`src/rtl/dds_pkg.sv`:
```
// dds_pkg: shared definitions for the DDS generator and the sine frequency meter.
//   meter_state_t : hysteresis crossing-detector states
//   DDS_DATA_W    : default sine sample width (unsigned offset binary)
//   MID_SCALE     : mid-scale code for the default sample width
package dds_pkg;

  localparam int unsigned DDS_DATA_W = 9;
  localparam int unsigned MID_SCALE  = 1 << (DDS_DATA_W - 1);

  typedef enum logic [1:0] {
    FIRST_LO,
    FIRST_HI,
    RUN_LO,
    RUN_HI
  } meter_state_t;

endpackage

```
`src/rtl/sine_xing_detect.sv`:
```
// sine_xing_detect: rising mid-scale crossing detector with hysteresis.
//   i_clk, i_rst     : clock, synchronous active-high reset
//   i_sample_in      : sine sample (offset binary)
//   i_sample_valid   : sample is valid; invalid cycles hold state
//   i_restart        : force re-acquisition (back to FIRST_LO) on the next edge
//   o_xing           : this valid sample is a rising crossing (combinational)
//   o_first          : detector is waiting for the reference crossing
//   o_run            : detector is in a RUN_* state
module sine_xing_detect
  import dds_pkg::*;
#(
  parameter int unsigned DATA_W = DDS_DATA_W,
  parameter int unsigned HYST   = 16
) (
  input  logic              i_clk,
  input  logic              i_rst,
  input  logic [DATA_W-1:0] i_sample_in,
  input  logic              i_sample_valid,
  input  logic              i_restart,
  output logic              o_xing,
  output logic              o_first,
  output logic              o_run
);

  localparam int unsigned       MID = 1 << (DATA_W - 1);
  localparam logic [DATA_W-1:0] LO  = DATA_W'(MID - HYST);
  localparam logic [DATA_W-1:0] HI  = DATA_W'(MID + HYST);

  meter_state_t r_state;
  meter_state_t w_state_next;
  logic         w_below;
  logic         w_above;

  assign w_below = i_sample_in < LO;
  assign w_above = i_sample_in >= HI;

  // Outputs kept apart from the next-state logic: i_restart is derived from o_xing
  // in the parent, so mixing them would form a false combinational loop.
  always_comb begin
    o_first = (r_state == FIRST_HI);
    o_run   = (r_state == RUN_LO) || (r_state == RUN_HI);
    o_xing  = i_sample_valid && w_above && ((r_state == FIRST_HI) || (r_state == RUN_HI));
  end

  always_comb begin
    w_state_next = r_state;
    if (i_sample_valid) begin
      unique case (r_state)
        FIRST_LO: if (w_below) w_state_next = FIRST_HI;
        FIRST_HI: if (w_above) w_state_next = RUN_LO;
        RUN_LO:   if (w_below) w_state_next = RUN_HI;
        RUN_HI:   if (w_above) w_state_next = RUN_LO;
        default:  w_state_next = FIRST_LO;
      endcase
    end
    if (i_restart) w_state_next = FIRST_LO;
  end

  always_ff @(posedge i_clk) begin
    if (i_rst) r_state <= FIRST_LO;
    else       r_state <= w_state_next;
  end

endmodule

```
`src/rtl/sine_freq_meter.sv`:
```
// sine_freq_meter: average period (in valid samples) over 2^AVG_LOG2 periods of a sine,
// plus peak and trough over the same window; pulses timeout on loss of signal.
//   clk, rst      : clock, synchronous active-high reset
//   sample_in     : sine sample (offset binary), sample_valid qualifies it
//   period_out    : average period, truncated; peak_out / trough_out : window max / min
//   meas_valid    : one-cycle pulse when the three results update
//   timeout       : one-cycle pulse when TIMEOUT valid samples pass without a crossing
module sine_freq_meter
  import dds_pkg::*;
#(
  parameter int unsigned DATA_W   = DDS_DATA_W,
  parameter int unsigned HYST     = 16,
  parameter int unsigned AVG_LOG2 = 2,
  parameter int unsigned CNT_W    = 20,
  parameter int unsigned TIMEOUT  = (2 ** CNT_W) - 1
) (
  input  logic              clk,
  input  logic              rst,
  input  logic [DATA_W-1:0] sample_in,
  input  logic              sample_valid,
  output logic [CNT_W-1:0]  period_out,
  output logic [DATA_W-1:0] peak_out,
  output logic [DATA_W-1:0] trough_out,
  output logic              meas_valid,
  output logic              timeout
);

  localparam int unsigned       ACC_W  = CNT_W + AVG_LOG2;
  localparam int unsigned       NI_W   = AVG_LOG2 + 1;
  localparam logic [NI_W-1:0]   NWIN   = NI_W'(1 << AVG_LOG2);
  localparam logic [CNT_W-1:0]  TO_VAL = CNT_W'(TIMEOUT);

  logic              w_xing, w_first, w_run, w_restart;

  logic [CNT_W-1:0]  r_cnt, w_cnt_d;
  logic [CNT_W-1:0]  r_idle, w_idle_d;
  logic [ACC_W-1:0]  r_acc, w_acc_d;
  logic [NI_W-1:0]   r_nint, w_nint_d;
  logic [DATA_W-1:0] r_max, w_max_d, r_min, w_min_d;
  logic [CNT_W-1:0]  r_period, w_period_d;
  logic [DATA_W-1:0] r_peak, w_peak_d, r_trough, w_trough_d;
  logic              r_meas_valid, w_meas_valid_d, r_timeout, w_timeout_d;

  logic [ACC_W-1:0]  w_acc_sum;
  logic [NI_W-1:0]   w_nint_inc;
  logic [CNT_W-1:0]  w_cnt_inc, w_idle_inc;
  logic [DATA_W-1:0] w_max_upd, w_min_upd;

  sine_xing_detect #(
    .DATA_W (DATA_W),
    .HYST   (HYST)
  ) u_xing (
    .i_clk          (clk),
    .i_rst          (rst),
    .i_sample_in    (sample_in),
    .i_sample_valid (sample_valid),
    .i_restart      (w_restart),
    .o_xing         (w_xing),
    .o_first        (w_first),
    .o_run          (w_run)
  );

  // Interval length is cnt+1: cnt excludes the crossing sample itself.
  assign w_acc_sum  = r_acc + ACC_W'(r_cnt) + ACC_W'(1);
  assign w_nint_inc = r_nint + NI_W'(1);
  assign w_cnt_inc  = r_cnt + CNT_W'(1);
  assign w_idle_inc = r_idle + CNT_W'(1);
  assign w_max_upd  = (sample_in > r_max) ? sample_in : r_max;
  assign w_min_upd  = (sample_in < r_min) ? sample_in : r_min;

  always_comb begin
    w_cnt_d        = r_cnt;
    w_idle_d       = r_idle;
    w_acc_d        = r_acc;
    w_nint_d       = r_nint;
    w_max_d        = r_max;
    w_min_d        = r_min;
    w_period_d     = r_period;
    w_peak_d       = r_peak;
    w_trough_d     = r_trough;
    w_meas_valid_d = 1'b0;
    w_timeout_d    = 1'b0;
    w_restart      = 1'b0;
    if (sample_valid) begin
      if (w_xing && w_first) begin
        // Reference crossing: open the first window.
        w_cnt_d  = '0;
        w_idle_d = '0;
        w_acc_d  = '0;
        w_nint_d = '0;
        w_max_d  = sample_in;
        w_min_d  = sample_in;
      end else if (w_run) begin
        w_max_d = w_max_upd;
        w_min_d = w_min_upd;
        if (w_xing) begin
          w_cnt_d = '0;
          if (w_nint_inc == NWIN) begin
            w_period_d     = CNT_W'(w_acc_sum >> AVG_LOG2);
            w_peak_d       = w_max_upd;
            w_trough_d     = w_min_upd;
            w_meas_valid_d = 1'b1;
            w_acc_d        = '0;
            w_nint_d       = '0;
            // The closing crossing also opens the next window.
            w_max_d        = sample_in;
            w_min_d        = sample_in;
          end else begin
            w_acc_d  = w_acc_sum;
            w_nint_d = w_nint_inc;
          end
        end else if (w_cnt_inc == TO_VAL) begin
          w_timeout_d = 1'b1;
          w_restart   = 1'b1;
          w_cnt_d     = '0;
          w_acc_d     = '0;
          w_nint_d    = '0;
        end else begin
          w_cnt_d = w_cnt_inc;
        end
      end else begin
        if (w_idle_inc == TO_VAL) begin
          w_timeout_d = 1'b1;
          w_restart   = 1'b1;
          w_idle_d    = '0;
          w_cnt_d     = '0;
          w_acc_d     = '0;
          w_nint_d    = '0;
        end else begin
          w_idle_d = w_idle_inc;
        end
      end
    end
  end

  always_ff @(posedge clk) begin
    if (rst) begin
      r_cnt        <= '0;
      r_idle       <= '0;
      r_acc        <= '0;
      r_nint       <= '0;
      r_max        <= '0;
      r_min        <= '0;
      r_period     <= '0;
      r_peak       <= '0;
      r_trough     <= '0;
      r_meas_valid <= 1'b0;
      r_timeout    <= 1'b0;
    end else begin
      r_cnt        <= w_cnt_d;
      r_idle       <= w_idle_d;
      r_acc        <= w_acc_d;
      r_nint       <= w_nint_d;
      r_max        <= w_max_d;
      r_min        <= w_min_d;
      r_period     <= w_period_d;
      r_peak       <= w_peak_d;
      r_trough     <= w_trough_d;
      r_meas_valid <= w_meas_valid_d;
      r_timeout    <= w_timeout_d;
    end
  end

  assign period_out = r_period;
  assign peak_out   = r_peak;
  assign trough_out = r_trough;
  assign meas_valid = r_meas_valid;
  assign timeout    = r_timeout;

endmodule

```
`config.mk`:
```
export PLATFORM = sky130hd
export DESIGN_NAME = sine_freq_meter
export DESIGN_NICKNAME = d
export VERILOG_FILES = /design/src/rtl/dds_pkg.sv /design/src/rtl/sine_xing_detect.sv /design/src/rtl/sine_freq_meter.sv
export SDC_FILE = /design/constraint.sdc
export NUM_CORES = 1
export LEC_CHECK = 0
export ABC_CLOCK_PERIOD_IN_PS = 3000
export BUFFER_PORTS_ARGS = -buffer_cell sky130_fd_sc_hd__buf_2
export CAP_MARGIN = 20
export CELL_PAD_IN_SITES_DETAIL_PLACEMENT = 1
export CELL_PAD_IN_SITES_GLOBAL_PLACEMENT = 2
export CORE_MARGIN = 10
export CORE_UTILIZATION = 33
export DETAILED_ROUTE_END_ITERATION = 10
export PLACE_DENSITY = 0.85
export SYNTH_ARGS = -nofsm -noshare
export SYNTH_HDL_FRONTEND = slang
export SYNTH_SLANG_ARGS = --single-unit
export TNS_END_PERCENT = 1
```
`constraint.sdc`:
```
create_clock -name clk -period 3 [get_ports clk]
set_clock_uncertainty 0.15 [all_clocks]
set_input_delay 0.15 -clock clk [delete_from_list [all_inputs] [get_ports clk]]
set_output_delay 0.15 -clock clk [all_outputs]
set_load 0.02 [all_outputs]
```
**Word level (Yosys, flattened, before mapping)**

Index checks and enable logic that the tools add are counted.

- Flip-flop bits (word level): 125
- Bits of input ports: 12
- Output and inout bits: 40
- Word-level logic and storage cells: 94

- $add $sub $neg: 5
- Order comparisons: 4
- Eq/ne operators: 11
- Mux-type cells: 41
- Bitwise gates (word level): 4
- Reductions and logical operators: 17

Operators with widths:

| operator | number |
|---|---|
| 2-to-1 mux 20 bit | 8 |
| 2-to-1 mux 22 bit | 6 |
| 2-to-1 mux 9 bit | 10 |
| adder 20 x 1 -> 20 bit, second input constant | 2 |
| equality test 20 bit, second input constant | 2 |
| adder 22 x 1 -> 22 bit, second input constant | 1 |
| adder 22 x 20 -> 22 bit | 1 |
| 2-to-1 mux 3 bit | 6 |
| >= comparator 9 bit, second input constant | 1 |
| greater-than comparator 9 bit | 1 |
| less-than comparator 9 x 8 -> 1 bit, second input constant | 1 |
| less-than comparator 9 bit | 1 |
| 2-to-1 mux 1 bit | 7 |
| 2-to-1 mux 2 bit | 3 |
| inequality test 2 x 1 -> 1 bit, second input constant | 3 |
| one-hot mux 2 bit (3 select lines) | 1 |
| AND reduction 2 bit | 3 |
| AND reduction 5 bit | 1 |
| OR reduction 5 bit | 1 |
| equality test 2 bit, second input constant | 2 |
| inequality test 4 bit, second input constant | 1 |
| inverter 1 bit | 4 |
| AND reduction 4 bit | 1 |
| OR reduction 2 bit | 2 |
| other kinds (10) | 13 |

**Logic depth before layout (Yosys ltp)**

Gate-level depths: netlist (run 1).

- Depth in word-level cells: 8
- Depth in mapped cells: 11
- Gate-level depth less buffers: 11

**By module**

A second synthesis (run 1) with hierarchy kept.

- Cell total of the unflattened synthesis: 908
- Area total of the unflattened synthesis: 7420.9 um2

Modules (own cells, without submodules):

| module | instances | cells an instance | area each (um2) | sequential area each (um2) |
|---|---|---|---|---|
| sine_freq_meter | 1 | 895 | 7304.5 | 2462.4 |
| sine_xing_detect | 1 | 13 | 116.4 | 40.0 |

**Worst setup path after synthesis (run 1)**

OpenSTA, ideal clock, no wires.

- Kind: reg2reg
- Start: register r_idle[0]
- End: register r_cnt[19]
- Setup time: 66 ps
- Arrival time: 2808 ps
- Data required time: 2784 ps
- Slack: -24 ps
- Stages on the path, launching flop included: 10
- Buffers on the path: 0
- Period minus slack after synthesis: 3024 ps
- Path through: dfxtp_1 -> ha_1 -> nand4_2 -> or3_4 -> xor2_1 -> or4_4 -> o21ai_4 -> nand2_2 -> or4_4 -> a21oi_2

- Cells in the longest elaborated chain, start to end: 4

RTL lines:

| item | RTL line | RTL |
|---|---|---|
| start, declared | sine_freq_meter.sv:36 | `logic [CNT_W-1:0] r_idle, w_idle_d;` |
| start signal, assigned | sine_freq_meter.sv:151 | `r_idle <= w_idle_d;` |
| adder 20 x 1 -> 20 bit | sine_freq_meter.sv:67 | `assign w_idle_inc = r_idle + CNT_W'(1);` |
| equality test 20 bit | sine_freq_meter.sv:122 | `if (w_idle_inc == TO_VAL) begin` |
| nonzero test 3 bit (no source line) | -- |  |
| AND reduction 2 bit (no source line) | -- |  |
| end signal, assigned | sine_freq_meter.sv:150 | `r_cnt <= w_cnt_d;` |
| end, declared | sine_freq_meter.sv:35 | `logic [CNT_W-1:0] r_cnt, w_cnt_d;` |

Every way passes these cells.
A chain may end at the register's enable or synchronous reset.

**Worst setup path in the final report (run 1)**

- Start: register r_idle[1]
- End: register r_cnt[19]

Same word-level chain as after synthesis.

==> results of run 1 <==
## power groups by stage
stage | logic, W | clock network, W | registers, W
floorplan | 0.000226 | 0 | 0.00174
finish | 0.000390 | 0.00205 | 0.00170
CTS | 0.000389 | 0.00210 | 0.00170
detailed placement | 0.000376 | 0 | 0.00174
global route | 0.000435 | 0.00218 | 0.00171
global placement | 0.000367 | 0 | 0.00174
## worst max-delay path: cells and delay by family, from the launching register on
family | cells | cell delay (ns)
buffers and inverters | 1 | 0.16
AOI/OAI and AO/OA | 5 | 1.13
and+or+nand+nor | 3 | 1.07
DFF | 1 | 0.33
## final cells by class
| type | count | area [µm²] |
|---|---|---|
| clock buffers | 20 | 437 |
| clock inverters | 12 | 138 |
| fillers | 2589 | 12600 |
| inverters | 36 | 135 |
| multi-input cells | 663 | 4530 |
| flip-flops and latches | 125 | 2500 |
| well taps | 280 | 350 |
| repair buffers | 140 | 991 |
## path summary, 6_finish.rpt
check / startpoint / to / slack [ns] / cells after the start
max reg2reg: r_idle[1] / r_cnt[19] / 0.09 / 9
max: r_idle[1] / r_cnt[19] / 0.09 / 9
min: rst / period_out[17] / 0.13 / 4
min reg2reg: period_out[3] / period_out[3] / 0.30 / 2
## timing repair
| item | in CTS | in global routing |
|---|---|---|
| pin swaps | 2 | 6 |
| gates resized for setup | 4 | 26 |
| hold endpoints to repair | 25 | 0 |
| setup endpoints to repair | 10 | 64 |
| hold buffers | 9 | 0 |
| buffers inserted | 0 | 1 |
## cell usage after synthesis (3+ instances only)
cell | number | area [µm²]
a2111o_1 | 3 | 33.8
a211oi_1 | 22 | 165
a21boi_0 | 3 | 22.5
a21o_1 | 17 | 128
a21oi_1 | 69 | 345
a22o_1 | 14 | 123
a31oi_1 | 12 | 75.1
and3_1 | 10 | 62.6
and4_1 | 4 | 35.0
buf_1 | 4 | 15.0
buf_2 | 9 | 45.0
clkbuf_1 | 37 | 139
dfxtp_1 | 125 | 2500
ha_1 | 43 | 538
inv_1 | 36 | 135
mux2i_1 | 24 | 240
nand2_1 | 75 | 282
nand2b_1 | 9 | 56.3
nand3_1 | 42 | 210
nand3b_1 | 3 | 22.5
nand4_1 | 17 | 106
nand4b_1 | 4 | 35.0
nor2_1 | 71 | 267
nor2b_1 | 8 | 50.1
nor3_1 | 18 | 90.1
nor4_1 | 10 | 62.6
o211ai_1 | 10 | 75.1
o21a_1 | 6 | 45.0
o21ai_0 | 44 | 220
o22ai_1 | 8 | 50.1
o31ai_1 | 8 | 60.1
or3_1 | 13 | 81.3
or4_1 | 6 | 45.0
xnor2_1 | 14 | 123
xor2_1 | 27 | 236
## layer usage
layer / vias up / global-route usage / share of wire
li1: 3422 / - / -
met1: 3338 / 0.196 / 0.47
met2: 94 / 0.269 / 0.49
met3: 34 / 0.0317 / 0.028
met4: 0 / 0.0466 / 0.016
met5: - / 0 / 0
## cell families (layout without fill, tap and decap cells)
| group | count (synthesis) | after routing | share of synthesized area |
|---|---|---|---|
| adders and majority gates | 44 | 44 | 0.0771 |
| muxes | 24 | 24 | 0.0332 |
| AOI/OAI and AO/OA | 242 | 242 | 0.220 |
| xor gates and xnor gates | 41 | 41 | 0.0496 |
| and+or+nand+nor | 312 | 312 | 0.226 |
| buffers and inverters | 88 | 208 | 0.0482 |
| DFF | 125 | 125 | 0.346 |
## per-stage QoR
step,setup WS [ns],std cells,power (W)
after floorplan,0.0109,876,0.00196
after global placement,-0.0123,1234,0.00210
after detailed placement,-0.145,1234,0.00211
after CTS,0.00413,1275,0.00419
after global routing,-0.0597,1276,0.00432
final,0.0936,1276,0.00414
## sequential cells by signal, indices dropped and copies added, names as in the netlist, 9 cells and up
name        count
r_cnt          20
peak_out        9
period_out     20
trough_out      9
r_acc          22
r_min           9
r_idle         20
r_max           9
==> results.sh, run 1 <==
export IMPL_p_int_w=0.00307
export IMPL_clkSlewWorstSetupHoldPaths_ns=0.06
export IMPL_viasPerCell=5.40
export IMPL_drive_above_1_share=0.199
export IMPL_rows=54
export IMPL_htreeDepth=4
export IMPL_yosys_warnings=0
export IMPL_syn_to_final_growth_pct=25.6
export IMPL_final_area_mm2=0.00909
export IMPL_final_common_cell="dfxtp_1"
export IMPL_maxSlewViolCount=0
export IMPL_whs_ns=0.134
export IMPL_finalHoldViolations=0
export IMPL_initial_core_util=0.334
export IMPL_crit_top_cell="or4_4"
export IMPL_seq_power_share=0.411
export IMPL_relSlewSlack=0.593
export IMPL_drtPass1Iterations=4
export IMPL_cpMaxStageDelayCell="or4_4"
export IMPL_synth_seq_cells=125
export IMPL_diodes=0
export IMPL_die_area_mm2=0.0283
export IMPL_drtAntennaViolNets=0
export IMPL_drtIter0Drc=303
export IMPL_io_buffers=51
export IMPL_endpoint_kind="flip-flop"
export IMPL_power_share_clock=0.495
export IMPL_tns_ns=0
export IMPL_cts_tree="built"
export IMPL_grt_ovfl_total=0
export IMPL_post_route_drc_count=0
export IMPL_synth_ff_type="dfxtp_1"
export IMPL_crit_path_max_incr_delay_ns=0.51
export IMPL_grt_pass1_vias=7237
export IMPL_required_ns=3.21
export IMPL_syn_mean_instance_area_um2=8.26
export IMPL_grt_pass1_wl_mm=37.4
export IMPL_setup_violations=0
export IMPL_tightest_slew_ns=0.610
export IMPL_wl_per_cell_um=17.5
export IMPL_hold_class="in -> reg"
export IMPL_syn_inst=876
export IMPL_yosysUniqueCellTypes=75
export IMPL_synth_enable_flop_cells=0
export IMPL_finalCritPeriodShare=0.969
export IMPL_die_width_um=168
export IMPL_drt_wl_total_mm=22.3
export IMPL_root_buffer="clkbuf_16"
export IMPL_gp_congestion=0.832
export IMPL_antenna_found_initial=0
export IMPL_clk_path_buf_depth=2
export IMPL_core_mm2=0.0217
export IMPL_yosysSeqAreaShare=0.346
export IMPL_layout_min_cycle_time_ns=2.91
export IMPL_drv_cap=0
export IMPL_cp_arrival_ns=3.12
export IMPL_start_kind="flip-flop"
export IMPL_pin_count=52
export IMPL_power_frac_comb=0.094
export IMPL_swShare=0.258
export IMPL_critPathMaxFanout=7
export IMPL_final_cell_mix="dfxtp_1 (123), nand2_1 (75), buf_4 (75)"
export IMPL_grt_max_degree=58
export IMPL_place_area_mm2=0.00828
export IMPL_die_h_um=168
export IMPL_clock_sinks=125
export IMPL_cts_buffers=17
export IMPL_status="finished clean"
export IMPL_clock_latency_ns=0.42
export IMPL_crit_chain="buf_4, a21boi_0, o21ai_0, a2111o_1, or4_4, o21ai_4, nand2_2, or4_4, a21oi_2"
export IMPL_syn_area_mm2=0.00724
export IMPL_dp_hpwl_mm=16.2
export IMPL_syn_num_nets=932
export IMPL_power_density_mw_per_mm2=456
export IMPL_peakVddDrop_mv=0.319
export IMPL_ys_async_sr_fraction=0
export IMPL_leakagePower_nw=3.58
export IMPL_fmax_mhz=344
export IMPL_rsz0062_at_grt="true"
export IMPL_fin_util=0.419
export IMPL_nets=1039
export IMPL_dr_total_vias=6888
export IMPL_p_sw_w=0.00107
export IMPL_critPathKind="reg -> reg"
export IMPL_grtUsageTotal=0.158
(Power assumes the default switching activity.)
==> run 2: changes to the inputs <==
Settings changed: SYNTH_HIERARCHICAL set to 1.
==> run 2 against run 1 <==
Effect of this change:
- wire length up 5.4%
- largest cell class unchanged
- sequential cell count is the same
- die area grew 2.2%
- sequential power hardly changed
- via count up 6.6%
- register-to-register slack worse by 0.05 ns
==> results.sh, run 2 <==
export IMPL_status="finished clean"
export IMPL_syn_area_mm2=0.00742
export IMPL_endpoint_kind="flip-flop"
export IMPL_grt_pass1_vias=7608
export IMPL_final_cell_mix="dfxtp_1 (120), nand2_1 (95), a21oi_1 (90)"
export IMPL_setup_violations=0
export IMPL_drv_cap=0
export IMPL_cp_arrival_ns=3.17
export IMPL_core_mm2=0.0220
export IMPL_synthTopCellsByArea="dfxtp_1 (34%), ha_1 (7.3%), a21oi_1 (6.3%), nand2_1 (4.8%), mux2i_1 (3.5%)"
export IMPL_diodes=0
export IMPL_post_route_drc_count=0
export IMPL_syn_num_nets=964
export IMPL_required_ns=3.20
export IMPL_yosysSeqAreaShare=0.337
export IMPL_synth_enable_flop_cells=0
export IMPL_dp_hpwl_mm=16.9
export IMPL_maxSlewViolCount=0
export IMPL_gr_max_usage_layer="met2"
export IMPL_layout_min_cycle_time_ns=2.96
export IMPL_die_width_um=170
export IMPL_die_area_mm2=0.0289
export IMPL_synth_top_cell_area_share=0.337
export IMPL_wl_per_cell_um=17.8
export IMPL_largest_register_ffs=22
export IMPL_tightest_slew_ns=0.734
export IMPL_yosys_warnings=6
export IMPL_finalHoldViolations=0
export IMPL_drt_wl_total_mm=23.5
export IMPL_root_buffer="clkbuf_16"
export IMPL_finalCritPeriodShare=0.987
export IMPL_syn_to_final_growth_pct=26.4
export IMPL_critPathKind="reg -> reg"
export IMPL_synth_seq_cells=125
export IMPL_final_common_cell="dfxtp_1"
export IMPL_cts_tree="built"
export IMPL_relSlewSlack=0.505
export IMPL_yosysMostFrequentCell="dfxtp_1"
export IMPL_synth_top_family_by_area="compound AO/OA/AOI/OAI gates"
export IMPL_post_place_ws_ns=-0.0302
export IMPL_gr_usage_met1=0.204
export IMPL_synth_compound_area_frac=0.248
export IMPL_die_h_um=170
export IMPL_power_w=0.00403
export IMPL_cts_buffers=17
export IMPL_synth_common_cells="dfxtp_1 (125), nand2_1 (95), a21oi_1 (94), nor2_1 (69), o21ai_0 (45)"
export IMPL_clock_latency_ns=0.44
export IMPL_use_met2=0.277
export IMPL_nets=1087
export IMPL_initial_core_util=0.338
export IMPL_drtIter0Drc=321
export IMPL_htreeDepth=4
export IMPL_whs_ns=0.0111
export IMPL_synthMuxAreaShare=0.0366
export IMPL_grt_pass1_wl_mm=38.8
export IMPL_peakVddDrop_mv=0.339
export IMPL_syn_mean_instance_area_um2=8.17
export IMPL_grt_max_degree=46
export IMPL_synthXorXnorAreaFrac=0.0283
export IMPL_multi_input_comb_area_mm2=0.00467
export IMPL_clk_path_buf_depth=2
export IMPL_finalWorstSetupSlack_ns=0.0392
export IMPL_antenna_found_initial=0
export IMPL_fillers=2615
export IMPL_gp_congestion=0.854
export IMPL_grt_ovfl_total=0
export IMPL_synth_simple_area_share=0.225
export IMPL_clkSlewWorstSetupHoldPaths_ns=0.06
export IMPL_syn_inst=908
export IMPL_grtUsageTotal=0.162
export IMPL_grtUsageMet3=0.0308
export IMPL_critPathMaxFanout=12
export IMPL_drive_above_1_share=0.211
export IMPL_rows=54
export IMPL_viasPerCell=5.55
export IMPL_seq_area_mm2=0.00251
export IMPL_pin_count=52
export IMPL_io_buffers=51
export IMPL_hold_class="in -> reg"
export IMPL_final_area_mm2=0.00938
export IMPL_drtAntennaViolNets=0
export IMPL_fmax_mhz=338
export IMPL_power_density_mw_per_mm2=430
export IMPL_ys_async_sr_fraction=0
export IMPL_synth_ff_type="dfxtp_1"
export IMPL_clock_sinks=125
export IMPL_place_area_mm2=0.00855
export IMPL_dr_total_vias=7346
export IMPL_rsz0062_at_grt="true"
export IMPL_drtPass1Iterations=4
export IMPL_start_kind="flip-flop"
export IMPL_leakagePower_nw=3.64
export IMPL_top_register="r_acc"
export IMPL_synth_top_cell_by_area="dfxtp_1"
export IMPL_yosys_area_share_adder=0.0752
export IMPL_tns_ns=0
export IMPL_yosysUniqueCellTypes=72
run 2: final timing paths:
| check | slack (ns) | end | cells past startpoint | start |
|---|---|---|---|---|
| hold / removal | 0.01 | r_max[4] | 4 | sample_in[4] |
| setup / recovery | 0.04 | r_cnt[10] | 10 | r_idle[0] |
| setup reg to reg | 0.04 | r_cnt[10] | 10 | r_idle[0] |
| hold reg to reg | 0.30 | period_out[5] | 2 | period_out[5] |
run 2: kinds of logic (layout without fill, tap and decap cells):
family | count (synthesis) | in the layout
buf+inv | 85 | 221
xor+xnor | 24 | 24
mux | 27 | 27
flops | 125 | 125
simple gates | 323 | 323
fa+ha+maj | 44 | 44
compound gates | 280 | 280
run 2: metrics by stage:
step,std cells,utilization
floorplan,908,-
global placement,1280,0.389
detailed placement,1280,0.389
CTS,1322,0.421
global route,1324,0.427
finish,1324,0.427
run 2: layout make-up:
type | instances | share of cell area
repair buffers | 155 | 0.121
flip-flops and latches | 125 | 0.268
well taps | 280 | 0.0373
clock buffers | 22 | 0.0506
inverters | 34 | 0.0136
clock inverters | 10 | 0.0120
multi-input cells | 698 | 0.498
run 2: metal layers:
| metal | routed length, µm | vias to the layer above |
|---|---|---|
| met5 | 0 | - |
| met4 | 369 | 0 |
| met3 | 852 | 26 |
| met2 | 11300 | 132 |
| met1 | 11000 | 3574 |
| li1 | - | 3614 |
run 2: worst max-delay path, stage by stage (launching register included):
cell and delay [ns]:
dfxtp_4 0.36, ha_4 0.16, or3b_1 0.34, o32a_1 0.17
o32ai_1 0.12, nand4_1 0.16, a2111oi_2 0.36, buf_4 0.23
o211ai_4 0.17, or4_1 0.47, a21oi_1 0.17
run 2: power breakdown:
group / internal (W) / total, W / switching (W)
sequential: 0.00167 / 0.00168 / 0.00000773
combinational: 0.000103 / 0.000257 / 0.000155
clock: 0.00129 / 0.00210 / 0.000814
total: 0.00306 / 0.00403 / 0.000976
run 2: repair_timing:
item,4_1_cts,5_1_grt
pin swaps,2,13
setup buffers,0,1
endpoints found under the hold margin,22,0
setup endpoints to repair,36,75
gates cloned,0,1
hold buffers,10,0
resized for setup,2,31
==> run 3: changes to the inputs <==
Settings changed: ABC_CLOCK_PERIOD_IN_PS 3000 to 3400, CORE_UTILIZATION 33 to 37, PLACE_DENSITY 0.85 to 0.89.
Clock period 3 ns to 3.4 ns, I/O delays scaled along.
==> run 3 against run 2 <==
Effect of this change:
- sequential power fell by 12%
- utilization rose by 2.5 points
- sequential cell count did not move
- global-route usage rose by 1.0 points
- power fell by 9.8%
- die area fell by 9.6%
- largest cell class unchanged
- first-iteration DRC count rose by 10%
- via count fell by 2.7%
- wire length fell by 4.0%
==> results.sh, run 3 (synthesis gave the netlist of run 2 again) <==
export IMPL_finalCritPeriodShare=0.933
export IMPL_root_buffer="clkbuf_16"
export IMPL_peakVddDrop_mv=0.336
export IMPL_fmax_mhz=315
export IMPL_core_mm2=0.0196
export IMPL_clock_latency_ns=0.42
export IMPL_crit_chain="inv_1, ha_1, inv_1, fa_1, a211oi_1, nor4_1, nor2_1, a21boi_0, o21a_1, o21a_1, or3_1, a32o_1"
export IMPL_fillers=2373
export IMPL_io_buffers=51
export IMPL_clk_path_buf_depth=2
export IMPL_post_route_drc_count=0
export IMPL_tightest_slew_ns=1.02
export IMPL_power_share_clock=0.538
export IMPL_viasPerCell=5.69
export IMPL_multi_input_comb_area_mm2=0.00457
export IMPL_maxSlewViolCount=0
export IMPL_setup_violations=0
export IMPL_min_path_cells=3
export IMPL_largest_register_ffs=22
export IMPL_gr_usage_met1=0.215
export IMPL_gp_congestion=0.897
export IMPL_grt_max_degree=48
export IMPL_grtUsageTotal=0.173
export IMPL_path_buf_inv=2
export IMPL_htreeDepth=4
export IMPL_gr_max_usage_layer="met2"
export IMPL_drive_above_1_share=0.151
export IMPL_die_h_um=162
export IMPL_hold_class="in -> reg"
export IMPL_rsz0062_at_grt="true"
export IMPL_finalWorstSetupSlack_ns=0.228
export IMPL_crit_cells=12
export IMPL_dr_total_vias=7150
export IMPL_wl_per_cell_um=18.0
export IMPL_clkSlewWorstSetupHoldPaths_ns=0.06
export IMPL_diodes=0
export IMPL_cts_tree="built"
export IMPL_antenna_found_initial=0
export IMPL_syn_to_final_growth_pct=19.3
export IMPL_p_int_w=0.00281
export IMPL_grt_ovfl_total=0
export IMPL_power_frac_comb=0.055
export IMPL_swShare=0.228
export IMPL_drtAntennaViolNets=0
export IMPL_drv_cap=0
export IMPL_grt_pass1_wl_mm=38.0
export IMPL_pin_count=52
export IMPL_cpMaxStageDelayCell="fa_1"
export IMPL_grt_pass1_vias=7401
export IMPL_nets=1035
export IMPL_start_kind="flip-flop"
export IMPL_status="finished clean"
export IMPL_clock_sinks=125
export IMPL_drtIter0Drc=353
export IMPL_tns_ns=0
export IMPL_r2r_cells=12
export IMPL_use_met2=0.296
export IMPL_layout_min_cycle_time_ns=3.17
export IMPL_final_area_mm2=0.00885
export IMPL_leakagePower_nw=3.34
export IMPL_finalHoldViolations=0
export IMPL_critPathMaxFanout=7
export IMPL_cp_arrival_ns=3.33
export IMPL_crit_family="compound AO/OA/AOI/OAI gates"
export IMPL_cts_buffers=17
export IMPL_critPathKind="reg -> reg"
export IMPL_post_place_ws_ns=0.0125
export IMPL_drt_wl_total_mm=22.6
export IMPL_die_area_mm2=0.0261
export IMPL_relSlewSlack=0.316
export IMPL_endpoint_kind="flip-flop"
export IMPL_initial_core_util=0.379
export IMPL_place_area_mm2=0.00811
export IMPL_final_cell_mix="dfxtp_1 (124), nand2_1 (95), a21oi_1 (94)"
export IMPL_final_common_cell="dfxtp_1"
export IMPL_crit_path_max_incr_delay_ns=0.42
export IMPL_drtPass1Iterations=5
export IMPL_required_ns=3.56
export IMPL_rows=51
export IMPL_p_sw_w=0.000829
export IMPL_power_density_mw_per_mm2=411
export IMPL_die_width_um=162
export IMPL_seq_power_share=0.406
export IMPL_dp_hpwl_mm=15.6
export IMPL_seq_area_mm2=0.00250
export IMPL_grtUsageMet3=0.0358
export IMPL_top_register="r_acc"
## run 3: final timing paths
check                           slack [ns]            end          start
worst max-delay path                  0.23      r_acc[14]       r_cnt[0]
worst min-delay path                 0.007       r_min[4]   sample_in[4]
worst max register to register        0.23      r_acc[14]       r_cnt[0]
worst min register to register        0.30  period_out[9]  period_out[9]
## run 3: power by group through the flow
stage	logic, W	clock network, W	registers (W)
after floorplan	0.000126	0	0.00151
after global placement	0.000188	0	0.00151
after detailed placement	0.000191	0	0.00151
after CTS	0.000201	0.00200	0.00148
after global routing	0.000223	0.00205	0.00148
final	0.000202	0.00196	0.00148
## run 3: repair_timing
action	CTS	global route
buffers inserted	0	2
hold buffers	8	0
hold endpoints to repair	16	0
pin swaps	0	1
resized for setup	1	4
endpoints found under the setup margin	4	45
## run 3: stage by stage
stage	utilization	hold slack (ns)	std cells	total power (W)
global placement	0.414	0.290	1215	0.00170
finish	0.452	0.00719	1257	0.00364
CTS	0.450	0.00153	1255	0.00368
global route	0.452	0.0312	1257	0.00376
floorplan	-	0.167	908	0.00164
detailed placement	0.414	0.295	1215	0.00170
## run 3: per-layer routing
layer / wire length, µm / vias up
li1: - / 3514
met1: 10600 / 3515
met2: 11000 / 97
met3: 690 / 24
met4: 366 / 0
met5: 0 / -
## run 3: layout make-up
cell class	count	area share
clock buffer	22	0.0525
clock inverter	10	0.0184
inverter	34	0.0144
multi-input combinational	698	0.516
sequential	125	0.283
tap	265	0.0375
timing repair buffer	103	0.0780
## run 3: worst reg2reg max path: stages (launching register included)
cell and delay, ns:
dfxtp_1 0.36, inv_1 0.16, ha_1 0.19, inv_1 0.06, fa_1 0.42, a211oi_1 0.36
nor4_1 0.11, nor2_1 0.16, a21boi_0 0.13, o21a_1 0.24, o21a_1 0.18, or3_1 0.30
a32o_1 0.25
